--- config.mk ---
export PLATFORM = sky130hd
export DESIGN_NAME = muldiv_iter_flat
export DESIGN_NICKNAME = d
export VERILOG_FILES = /design/src/rtl/muldiv_pkg.sv /design/src/rtl/muldiv_iter_if.sv /design/src/rtl/muldiv_step.sv /design/src/rtl/muldiv_iter.sv /design/src/flat_wrapper.sv
export SDC_FILE = /design/constraint.sdc
export NUM_CORES = 1
export LEC_CHECK = 0
export CORE_UTILIZATION = 45
export CTS_CLUSTER_DIAMETER = 80
export DETAILED_ROUTE_END_ITERATION = 8
export PLACE_DENSITY = 0.67
export REMOVE_ABC_BUFFERS = 1
export SYNTH_ARGS = -nofsm -noshare
export SYNTH_HDL_FRONTEND = slang
export SYNTH_HIERARCHICAL = 1
export SYNTH_SLANG_ARGS = --single-unit
--- constraint.sdc ---
create_clock -name Clk -period 2.9 [get_ports Clk]
set_input_delay 0.29 -clock Clk [delete_from_list [all_inputs] [get_ports Clk]]
set_output_delay 0.29 -clock Clk [all_outputs]
set_load 0.005 [all_outputs]
--- src/rtl/muldiv_pkg.sv ---
// muldiv_pkg: shared definitions for the iterative multiply/divide unit.
// Mode encodings, HI/LO select values, FSM state type and small mode decoders.
package muldiv_pkg;

    typedef enum logic [1:0] {
        MD_MULTU = 2'b00,
        MD_DIVU  = 2'b01,
        MD_MULT  = 2'b10,
        MD_DIV   = 2'b11
    } md_e;

    localparam logic SEL_HIGH = 1'b1;
    localparam logic SEL_LOW  = 1'b0;

    typedef enum logic [1:0] {
        IDLE = 2'b00,
        RUN  = 2'b01,
        FIX  = 2'b10
    } state_e;

    // Bit 0 of the mode selects divide, bit 1 selects the signed flavour.
    function automatic logic md_is_div(input logic [1:0] md);
        return md[0];
    endfunction

    function automatic logic md_is_signed(input logic [1:0] md);
        return md[1];
    endfunction

endpackage

--- src/rtl/muldiv_iter_if.sv ---
// muldiv_iter_if: pipeline-side bus of the multiply/divide unit.
// The master (execute stage) launches operations and accesses HI/LO;
// the slave (muldiv_iter) reports Busy/Flag/DivZero and the selected HI/LO.
interface muldiv_iter_if #(
    parameter int WIDTH = 32
);
    logic             MUL_Start;
    logic [1:0]       MUL_SelMD;
    logic [WIDTH-1:0] MUL_DA;
    logic [WIDTH-1:0] MUL_DB;
    logic             MUL_SelHL;
    logic             MUL_Write;
    logic             MUL_Cancel;
    logic             MUL_Busy;
    logic             MUL_Flag;
    logic             MUL_DivZero;
    logic [WIDTH-1:0] MUL_DC;

    modport master (
        output MUL_Start, MUL_SelMD, MUL_DA, MUL_DB, MUL_SelHL, MUL_Write, MUL_Cancel,
        input  MUL_Busy, MUL_Flag, MUL_DivZero, MUL_DC
    );

    modport slave (
        input  MUL_Start, MUL_SelMD, MUL_DA, MUL_DB, MUL_SelHL, MUL_Write, MUL_Cancel,
        output MUL_Busy, MUL_Flag, MUL_DivZero, MUL_DC
    );
endinterface

--- src/rtl/muldiv_step.sv ---
// muldiv_step: one radix-2 iteration on the {hi,lo} accumulator.
// Multiply: add-or-pass of the multiplicand into hi, then shift the pair right.
// Divide: shift the pair left, trial-subtract the divisor from the partial
// remainder and shift the quotient bit into lo (restoring).
module muldiv_step #(
    parameter int WIDTH = 32
) (
    input  logic             is_div_i,
    input  logic [WIDTH-1:0] hi_i,
    input  logic [WIDTH-1:0] lo_i,
    input  logic [WIDTH-1:0] opnd_i,
    output logic [WIDTH-1:0] hi_o,
    output logic [WIDTH-1:0] lo_o
);

    logic [WIDTH:0]   sum_s;
    logic [WIDTH:0]   rem_sh_s;
    logic             ge_s;
    logic [WIDTH-1:0] diff_s;

    // Single combinational iteration for both operation kinds.
    always_comb begin
        sum_s    = {1'b0, hi_i} + {1'b0, opnd_i};
        rem_sh_s = {hi_i, lo_i[WIDTH-1]};
        // The partial remainder stays below the divisor, so a set top bit
        // after the shift already guarantees the subtraction succeeds and
        // the true difference always fits in WIDTH bits.
        ge_s     = rem_sh_s[WIDTH] | (rem_sh_s[WIDTH-1:0] >= opnd_i);
        diff_s   = rem_sh_s[WIDTH-1:0] - opnd_i;
        hi_o     = hi_i;
        lo_o     = lo_i;
        if (is_div_i) begin
            if (ge_s) begin
                hi_o = diff_s;
                lo_o = {lo_i[WIDTH-2:0], 1'b1};
            end else begin
                hi_o = rem_sh_s[WIDTH-1:0];
                lo_o = {lo_i[WIDTH-2:0], 1'b0};
            end
        end else begin
            if (lo_i[0]) begin
                {hi_o, lo_o} = {sum_s, lo_i[WIDTH-1:1]};
            end else begin
                {hi_o, lo_o} = {1'b0, hi_i, lo_i[WIDTH-1:1]};
            end
        end
    end

endmodule

--- src/rtl/muldiv_iter.sv ---
// muldiv_iter: iterative multiply/divide unit owning the HI/LO pair.
// IDLE -> RUN (WIDTH radix-2 steps) -> FIX (sign fix, HI/LO write, Flag).
// Optional macro MULDIV_SIGNED_EN enables signed MULT/DIV in modes 10/11;
// without it those modes run unsigned with identical latency.
module muldiv_iter
    import muldiv_pkg::*;
#(
    parameter int WIDTH = 32
) (
    input  logic         Clk,
    input  logic         Reset,
    muldiv_iter_if.slave bus
);

    localparam int CNT_W = $clog2(WIDTH);

    state_e           state_q, state_d;
    logic [CNT_W-1:0] cnt_q, cnt_d;
    logic [WIDTH-1:0] hi_q, hi_d;
    logic [WIDTH-1:0] lo_q, lo_d;
    logic [WIDTH-1:0] acc_hi_q, acc_hi_d;
    logic [WIDTH-1:0] acc_lo_q, acc_lo_d;
    logic [WIDTH-1:0] opnd_q, opnd_d;
    logic [WIDTH-1:0] da_q, da_d;
    logic             is_div_q, is_div_d;
    logic             dz_op_q, dz_op_d;
    logic             flag_q, flag_d;
    logic             divzero_q, divzero_d;
    logic             busy_q, busy_d;
`ifdef MULDIV_SIGNED_EN
    logic             neg_lo_q, neg_lo_d;
    logic             neg_hi_q, neg_hi_d;
    logic             a_neg_s, b_neg_s;
`endif

    logic [WIDTH-1:0] mag_a_s, mag_b_s;
    logic [WIDTH-1:0] step_hi_s, step_lo_s;
    logic [WIDTH-1:0] corr_hi_s, corr_lo_s;
    logic [WIDTH-1:0] res_hi_s, res_lo_s;

    muldiv_step #(
        .WIDTH (WIDTH)
    ) u_step (
        .is_div_i (is_div_q),
        .hi_i     (acc_hi_q),
        .lo_i     (acc_lo_q),
        .opnd_i   (opnd_q),
        .hi_o     (step_hi_s),
        .lo_o     (step_lo_s)
    );

    // Operand magnitudes (and sign bits in signed modes) seen at launch.
    always_comb begin
`ifdef MULDIV_SIGNED_EN
        a_neg_s = md_is_signed(bus.MUL_SelMD) & bus.MUL_DA[WIDTH-1];
        b_neg_s = md_is_signed(bus.MUL_SelMD) & bus.MUL_DB[WIDTH-1];
        if (a_neg_s) begin
            mag_a_s = {WIDTH{1'b0}} - bus.MUL_DA;
        end else begin
            mag_a_s = bus.MUL_DA;
        end
        if (b_neg_s) begin
            mag_b_s = {WIDTH{1'b0}} - bus.MUL_DB;
        end else begin
            mag_b_s = bus.MUL_DB;
        end
`else
        mag_a_s = bus.MUL_DA;
        mag_b_s = bus.MUL_DB;
`endif
    end

    // Final HI/LO value: sign correction, then the divide-by-zero override.
    always_comb begin
        corr_hi_s = acc_hi_q;
        corr_lo_s = acc_lo_q;
`ifdef MULDIV_SIGNED_EN
        if (is_div_q) begin
            if (neg_lo_q) begin
                corr_lo_s = {WIDTH{1'b0}} - acc_lo_q;
            end else begin
                corr_lo_s = acc_lo_q;
            end
            if (neg_hi_q) begin
                corr_hi_s = {WIDTH{1'b0}} - acc_hi_q;
            end else begin
                corr_hi_s = acc_hi_q;
            end
        end else begin
            if (neg_lo_q) begin
                {corr_hi_s, corr_lo_s} = {(2*WIDTH){1'b0}} - {acc_hi_q, acc_lo_q};
            end else begin
                {corr_hi_s, corr_lo_s} = {acc_hi_q, acc_lo_q};
            end
        end
`endif
        // MIN / -1 needs no special case: |MIN| / 1 leaves the quotient at
        // MIN with a positive sign and the remainder at zero.
        if (is_div_q && dz_op_q) begin
            res_lo_s = {WIDTH{1'b1}};
            res_hi_s = da_q;
        end else begin
            res_lo_s = corr_lo_s;
            res_hi_s = corr_hi_s;
        end
    end

    // FSM next state, operand capture, iteration and HI/LO update.
    always_comb begin
        state_d   = state_q;
        cnt_d     = cnt_q;
        hi_d      = hi_q;
        lo_d      = lo_q;
        acc_hi_d  = acc_hi_q;
        acc_lo_d  = acc_lo_q;
        opnd_d    = opnd_q;
        da_d      = da_q;
        is_div_d  = is_div_q;
        dz_op_d   = dz_op_q;
        flag_d    = 1'b0;
        divzero_d = 1'b0;
`ifdef MULDIV_SIGNED_EN
        neg_lo_d  = neg_lo_q;
        neg_hi_d  = neg_hi_q;
`endif
        case (state_q)
            IDLE: begin
                // MTHI/MTLO is only honoured here; it may share the cycle
                // with a launch, and the result overwrites it later.
                if (bus.MUL_Write) begin
                    if (bus.MUL_SelHL == SEL_HIGH) begin
                        hi_d = bus.MUL_DB;
                    end else begin
                        lo_d = bus.MUL_DB;
                    end
                end else begin
                    hi_d = hi_q;
                    lo_d = lo_q;
                end
                if (bus.MUL_Start && !bus.MUL_Cancel) begin
                    state_d  = RUN;
                    cnt_d    = {CNT_W{1'b0}};
                    is_div_d = md_is_div(bus.MUL_SelMD);
                    da_d     = bus.MUL_DA;
                    dz_op_d  = (bus.MUL_DB == {WIDTH{1'b0}});
                    acc_hi_d = {WIDTH{1'b0}};
                    if (md_is_div(bus.MUL_SelMD)) begin
                        opnd_d   = mag_b_s;
                        acc_lo_d = mag_a_s;
                    end else begin
                        opnd_d   = mag_a_s;
                        acc_lo_d = mag_b_s;
                    end
`ifdef MULDIV_SIGNED_EN
                    neg_lo_d = a_neg_s ^ b_neg_s;
                    if (md_is_div(bus.MUL_SelMD)) begin
                        neg_hi_d = a_neg_s;
                    end else begin
                        neg_hi_d = a_neg_s ^ b_neg_s;
                    end
`endif
                end else begin
                    state_d = IDLE;
                end
            end
            RUN: begin
                if (bus.MUL_Cancel) begin
                    state_d = IDLE;
                end else begin
                    acc_hi_d = step_hi_s;
                    acc_lo_d = step_lo_s;
                    cnt_d    = cnt_q + {{(CNT_W-1){1'b0}}, 1'b1};
                    if (cnt_q == CNT_W'(WIDTH - 1)) begin
                        state_d = FIX;
                    end else begin
                        state_d = RUN;
                    end
                end
            end
            FIX: begin
                if (bus.MUL_Cancel) begin
                    state_d = IDLE;
                end else begin
                    hi_d      = res_hi_s;
                    lo_d      = res_lo_s;
                    flag_d    = 1'b1;
                    divzero_d = is_div_q & dz_op_q;
                    state_d   = IDLE;
                end
            end
            default: begin
                state_d = IDLE;
            end
        endcase
        busy_d = (state_d != IDLE);
    end

    // State and datapath registers with synchronous reset.
    always_ff @(posedge Clk) begin
        if (Reset) begin
            state_q   <= IDLE;
            cnt_q     <= {CNT_W{1'b0}};
            hi_q      <= {WIDTH{1'b0}};
            lo_q      <= {WIDTH{1'b0}};
            acc_hi_q  <= {WIDTH{1'b0}};
            acc_lo_q  <= {WIDTH{1'b0}};
            opnd_q    <= {WIDTH{1'b0}};
            da_q      <= {WIDTH{1'b0}};
            is_div_q  <= 1'b0;
            dz_op_q   <= 1'b0;
            flag_q    <= 1'b0;
            divzero_q <= 1'b0;
            busy_q    <= 1'b0;
`ifdef MULDIV_SIGNED_EN
            neg_lo_q  <= 1'b0;
            neg_hi_q  <= 1'b0;
`endif
        end else begin
            state_q   <= state_d;
            cnt_q     <= cnt_d;
            hi_q      <= hi_d;
            lo_q      <= lo_d;
            acc_hi_q  <= acc_hi_d;
            acc_lo_q  <= acc_lo_d;
            opnd_q    <= opnd_d;
            da_q      <= da_d;
            is_div_q  <= is_div_d;
            dz_op_q   <= dz_op_d;
            flag_q    <= flag_d;
            divzero_q <= divzero_d;
            busy_q    <= busy_d;
`ifdef MULDIV_SIGNED_EN
            neg_lo_q  <= neg_lo_d;
            neg_hi_q  <= neg_hi_d;
`endif
        end
    end

    assign bus.MUL_Busy    = busy_q;
    assign bus.MUL_Flag    = flag_q;
    assign bus.MUL_DivZero = divzero_q;
    assign bus.MUL_DC      = (bus.MUL_SelHL == SEL_HIGH) ? hi_q : lo_q;

endmodule

--- src/flat_wrapper.sv ---
// flat-port wrapper written by rule: the top's interface ports become plain ports
module muldiv_iter_flat import muldiv_pkg::*;
#(
    parameter int WIDTH = 32
)
  (Clk, Reset, bus_MUL_Start, bus_MUL_SelMD, bus_MUL_DA, bus_MUL_DB, bus_MUL_SelHL, bus_MUL_Write, bus_MUL_Cancel, bus_MUL_Busy, bus_MUL_Flag, bus_MUL_DivZero, bus_MUL_DC);
  muldiv_iter_if #(.WIDTH(WIDTH)) bus_i ();
  input  logic Clk;
  input  logic Reset;
  input wire logic [$bits(bus_i.MUL_Start)-1:0] bus_MUL_Start;
  input wire logic [$bits(bus_i.MUL_SelMD)-1:0] bus_MUL_SelMD;
  input wire logic [$bits(bus_i.MUL_DA)-1:0] bus_MUL_DA;
  input wire logic [$bits(bus_i.MUL_DB)-1:0] bus_MUL_DB;
  input wire logic [$bits(bus_i.MUL_SelHL)-1:0] bus_MUL_SelHL;
  input wire logic [$bits(bus_i.MUL_Write)-1:0] bus_MUL_Write;
  input wire logic [$bits(bus_i.MUL_Cancel)-1:0] bus_MUL_Cancel;
  output wire logic [$bits(bus_i.MUL_Busy)-1:0] bus_MUL_Busy;
  output wire logic [$bits(bus_i.MUL_Flag)-1:0] bus_MUL_Flag;
  output wire logic [$bits(bus_i.MUL_DivZero)-1:0] bus_MUL_DivZero;
  output wire logic [$bits(bus_i.MUL_DC)-1:0] bus_MUL_DC;
  assign bus_i.MUL_Start = bus_MUL_Start;
  assign bus_i.MUL_SelMD = bus_MUL_SelMD;
  assign bus_i.MUL_DA = bus_MUL_DA;
  assign bus_i.MUL_DB = bus_MUL_DB;
  assign bus_i.MUL_SelHL = bus_MUL_SelHL;
  assign bus_i.MUL_Write = bus_MUL_Write;
  assign bus_i.MUL_Cancel = bus_MUL_Cancel;
  assign bus_MUL_Busy = bus_i.MUL_Busy;
  assign bus_MUL_Flag = bus_i.MUL_Flag;
  assign bus_MUL_DivZero = bus_i.MUL_DivZero;
  assign bus_MUL_DC = bus_i.MUL_DC;
  muldiv_iter #(.WIDTH(WIDTH)) u_core (.Clk(Clk), .Reset(Reset), .bus(bus_i));
endmodule
==> flow_summary.toml <==
[outcome]
outcome = "finished with violations"
violations = "setup timing"

[cells_and_area]
syn_to_final_growth_pct = 32.4
drive_gt1_frac = 0.280
diodes = 0
nFillCells = 2609
fin_nets = 2065

[power_and_ir_drop]
power_leakage_nw = 7.53
ir_drop_uv = 420
p_per_area_nw_per_um2 = 445

[floorplan]
die-height_um = 178
pin_count = 107
dieArea_um2 = 31800
rows = 64
core-area_um2 = 30600
start_util = 0.457
fp.dieW_um = 178

[global_route]
grt_start_max_net_pins = 72
grt.total_usage = 0.298
grt_pass1_wl_mm = 75.7
grt_pass1_vias = 13800
globalRoute.totalOverflow = 0
antenna_found_initial = 0

[logic_synthesis]
synth_top_area_share = 0.292
synth_cells = 1707
synth_edf_count = 0
netlist_top_cells_area = "dfxtp_1 (29%), nand2_1 (6.5%), ha_1 (5.9%), mux2i_1 (5.7%), mux2_2 (5.0%)"
synth_warnings = 6
synth_seq_cells = 204
netlist_area_um2 = 14000
synth_top_cell_by_area = "dfxtp_1"
synth_area_per_cell_um2 = 8.19
synth_flop_cell = "dfxtp_1"
synth-async-reset-ratio = 0
synth_seq_area_share = 0.292
synth_cell_types = 71

[timing]
final.min_clock_period_ps = 3080
max_freq_mhz = 324
fin_hold_ws_ps = 259
fin_crit_sh = 1.06
timing.slew.headroom = 0.308
finalSetupViolCount = 23
worstMarginPinSlew_ps = 1030
rsz0062_at_grt = "true"
worst_slack_ps = -184
slew_viol_final = 0
finClkSkew_ps = 11.0
hold_viol_final = 0
setup_tns_ps = -2010

[placed_design]
port-buffer-count = 105
dp_hpwl_mm = 32.0
pre_cts_slack_ps = -335
place_congestion = 0.939

[routing]
routed_wl_mm = 48.7
viasPerCell = 6.19
drcViolationCount = 0
drtAntennaViolNets = 0
dr.first_iter.drc_count = 1316
avgRoutedWirePerCell_um = 20.8
vias = 14500
dr.pass1.iters = 5

[setup_path]
cp-end-kind = "register"
critPathMaxFanout = 4
reg2reg_depth = 15
rr_startpoint = "u_core/opnd_q[3]$_SDFFE_PP0N_"
cp_data_arrival_time_ps = 3490
crit_type = "register to register"
crit_path_start = "u_core/opnd_q[3]$_SDFFE_PP0N_"
worstPathRequired_ps = 3310
cp-start-kind = "register"

[min_path]
min_path_type = "input pin to register"
hold_start = "Reset"
whs_path_depth = 2

[job]
cap_violations = 0

[cts]
cts_buffer_depth = 3
clk_latency_ps = 530
cts_tree = "built"
cts_max_level = 1
cts_num_sinks = 204
hold_buffers = 0
clk_pin_slew_ps = 60
cts_root_buf = "clkbuf_16"
cts_made_buffers = 24
[power breakdown]
| part | switching, mW | internal (mW) | total (mW) |
|---|---|---|---|
| clock network | 1.25 | 1.79 | 3.03 |
| logic | 1.14 | 1.04 | 2.18 |
| registers | 0.106 | 2.93 | 3.03 |
[sequential cells by signal, summed over array words and instances, names as in the netlist]
| signal | cells |
|---|---|
| u_core/opnd_q | 32 |
| u_core/state_q | 2 |
| u_core/cnt_q | 5 |
| u_core/acc_hi_q | 32 |
| u_core/hi_q | 32 |
| u_core/bus.MUL_DivZero | 1 |
| u_core/bus.MUL_Flag | 1 |
| u_core/dz_op_q | 1 |
| u_core/acc_lo_q | 32 |
| u_core/da_q | 32 |
| u_core/lo_q | 32 |
| u_core/is_div_q | 1 |
| u_core/bus.MUL_Busy | 1 |
[critical path: stages, from the launching register on]
cell,delay (ps)
dfxtp_1,330
ha_1,370
o21ai_2,100
o31ai_4,310
a221oi_2,150
o21ai_2,290
buf_4,170
a211oi_2,50
buf_4,170
buf_4,130
o221ai_2,190
mux2i_1,220
a21oi_1,80
o21a_1,220
a22oi_2,110
nor2_1,50
[layout make-up]
cell class,instances,area (µm²),area share
Clock buffer,36,717,0.0387
Tap cell,396,495,0.0267
Clock inverter,6,58.8,0.00317
Timing Repair Buffer,320,2940,0.159
Sequential cell,204,4120,0.222
Inverter,49,184,0.00993
Multi-Input combinational cell,1326,10000,0.540
[routing by layer]
layer  up-vias  track usage  share of wire
met1      6992        0.424           0.44
met4         0       0.0904          0.029
met2       672        0.471           0.45
met5         -            0              0
met3       109       0.0332          0.079
li1       6691            -              -
[layout by cell type, fill, tap and decap left out, types with 60 or more instances in the layout]
cell	n
mux2_2	61
a22o_1	65
dfxtp_1	182
nand2_1	240
nor2_1	122
buf_4	184
clkdlybuf4s50_1	102
o21ai_0	60
mux2i_1	77
a21oi_1	107
[cells by family (layout without fill, tap and decap cells)]
kind of cell    after synthesis  in the layout  synth area share
fa+ha+maj                    68             68            0.0619
buf+inv                     177            411            0.0556
compound gates              573            573             0.300
xor+xnor                     50             50            0.0313
mux                         142            142             0.107
flops                       204            204             0.292
simple gates                493            493             0.152
[path summary, 6_finish.rpt]
path	to	slack, ps
worst max register to register	u_core/acc_hi_q[30]$_SDFFE_PP0P_	-180
worst max-delay path	u_core/acc_hi_q[30]$_SDFFE_PP0P_	-180
worst min register to register	u_core/lo_q[16]$_SDFFE_PP0P_	450
worst min-delay path	u_core/cnt_q[1]$_SDFFE_PP0P_	260
[stage by stage]
| step | utilization | total power, mW | std cells | cell area (µm²) |
|---|---|---|---|---|
| after floorplan | - | 4.02 | 1579 | 13400 |
| after global placement | 0.538 | 4.80 | 2258 | 16500 |
| after detailed placement | 0.538 | 4.82 | 2258 | 16500 |
| after CTS | 0.588 | 8.09 | 2325 | 18000 |
| after global routing | 0.606 | 8.55 | 2337 | 18500 |
| final | 0.606 | 8.24 | 2337 | 18500 |
[cell usage after synthesis, drive strengths merged (11+ instances only)]
| library cell | number |
|---|---|
| a31oi | 40 |
| a21o | 33 |
| nor2 | 140 |
| nand3 | 11 |
| xnor2 | 26 |
| a22oi | 39 |
| dfxtp | 204 |
| o21ai | 74 |
| mux2 | 62 |
| o31ai | 12 |
| nor2b | 25 |
| nor3 | 18 |
| nand2 | 244 |
| nor4 | 12 |
| a21oi | 161 |
| mux2i | 80 |
| clkbuf | 71 |
| a211oi | 31 |
| ha | 66 |
| inv | 48 |
| xor2 | 24 |
| o221ai | 34 |
| buf | 57 |
| o211ai | 33 |
| a22o | 65 |
[what timing repair did]
item,4_1_cts,5_1_grt
pin swaps,47,97
setup endpoints to repair,33,33
gates cloned,3,0
resized for setup,99,107
buffers inserted,22,18
Note: power is estimated with default switching activity, not from simulation.
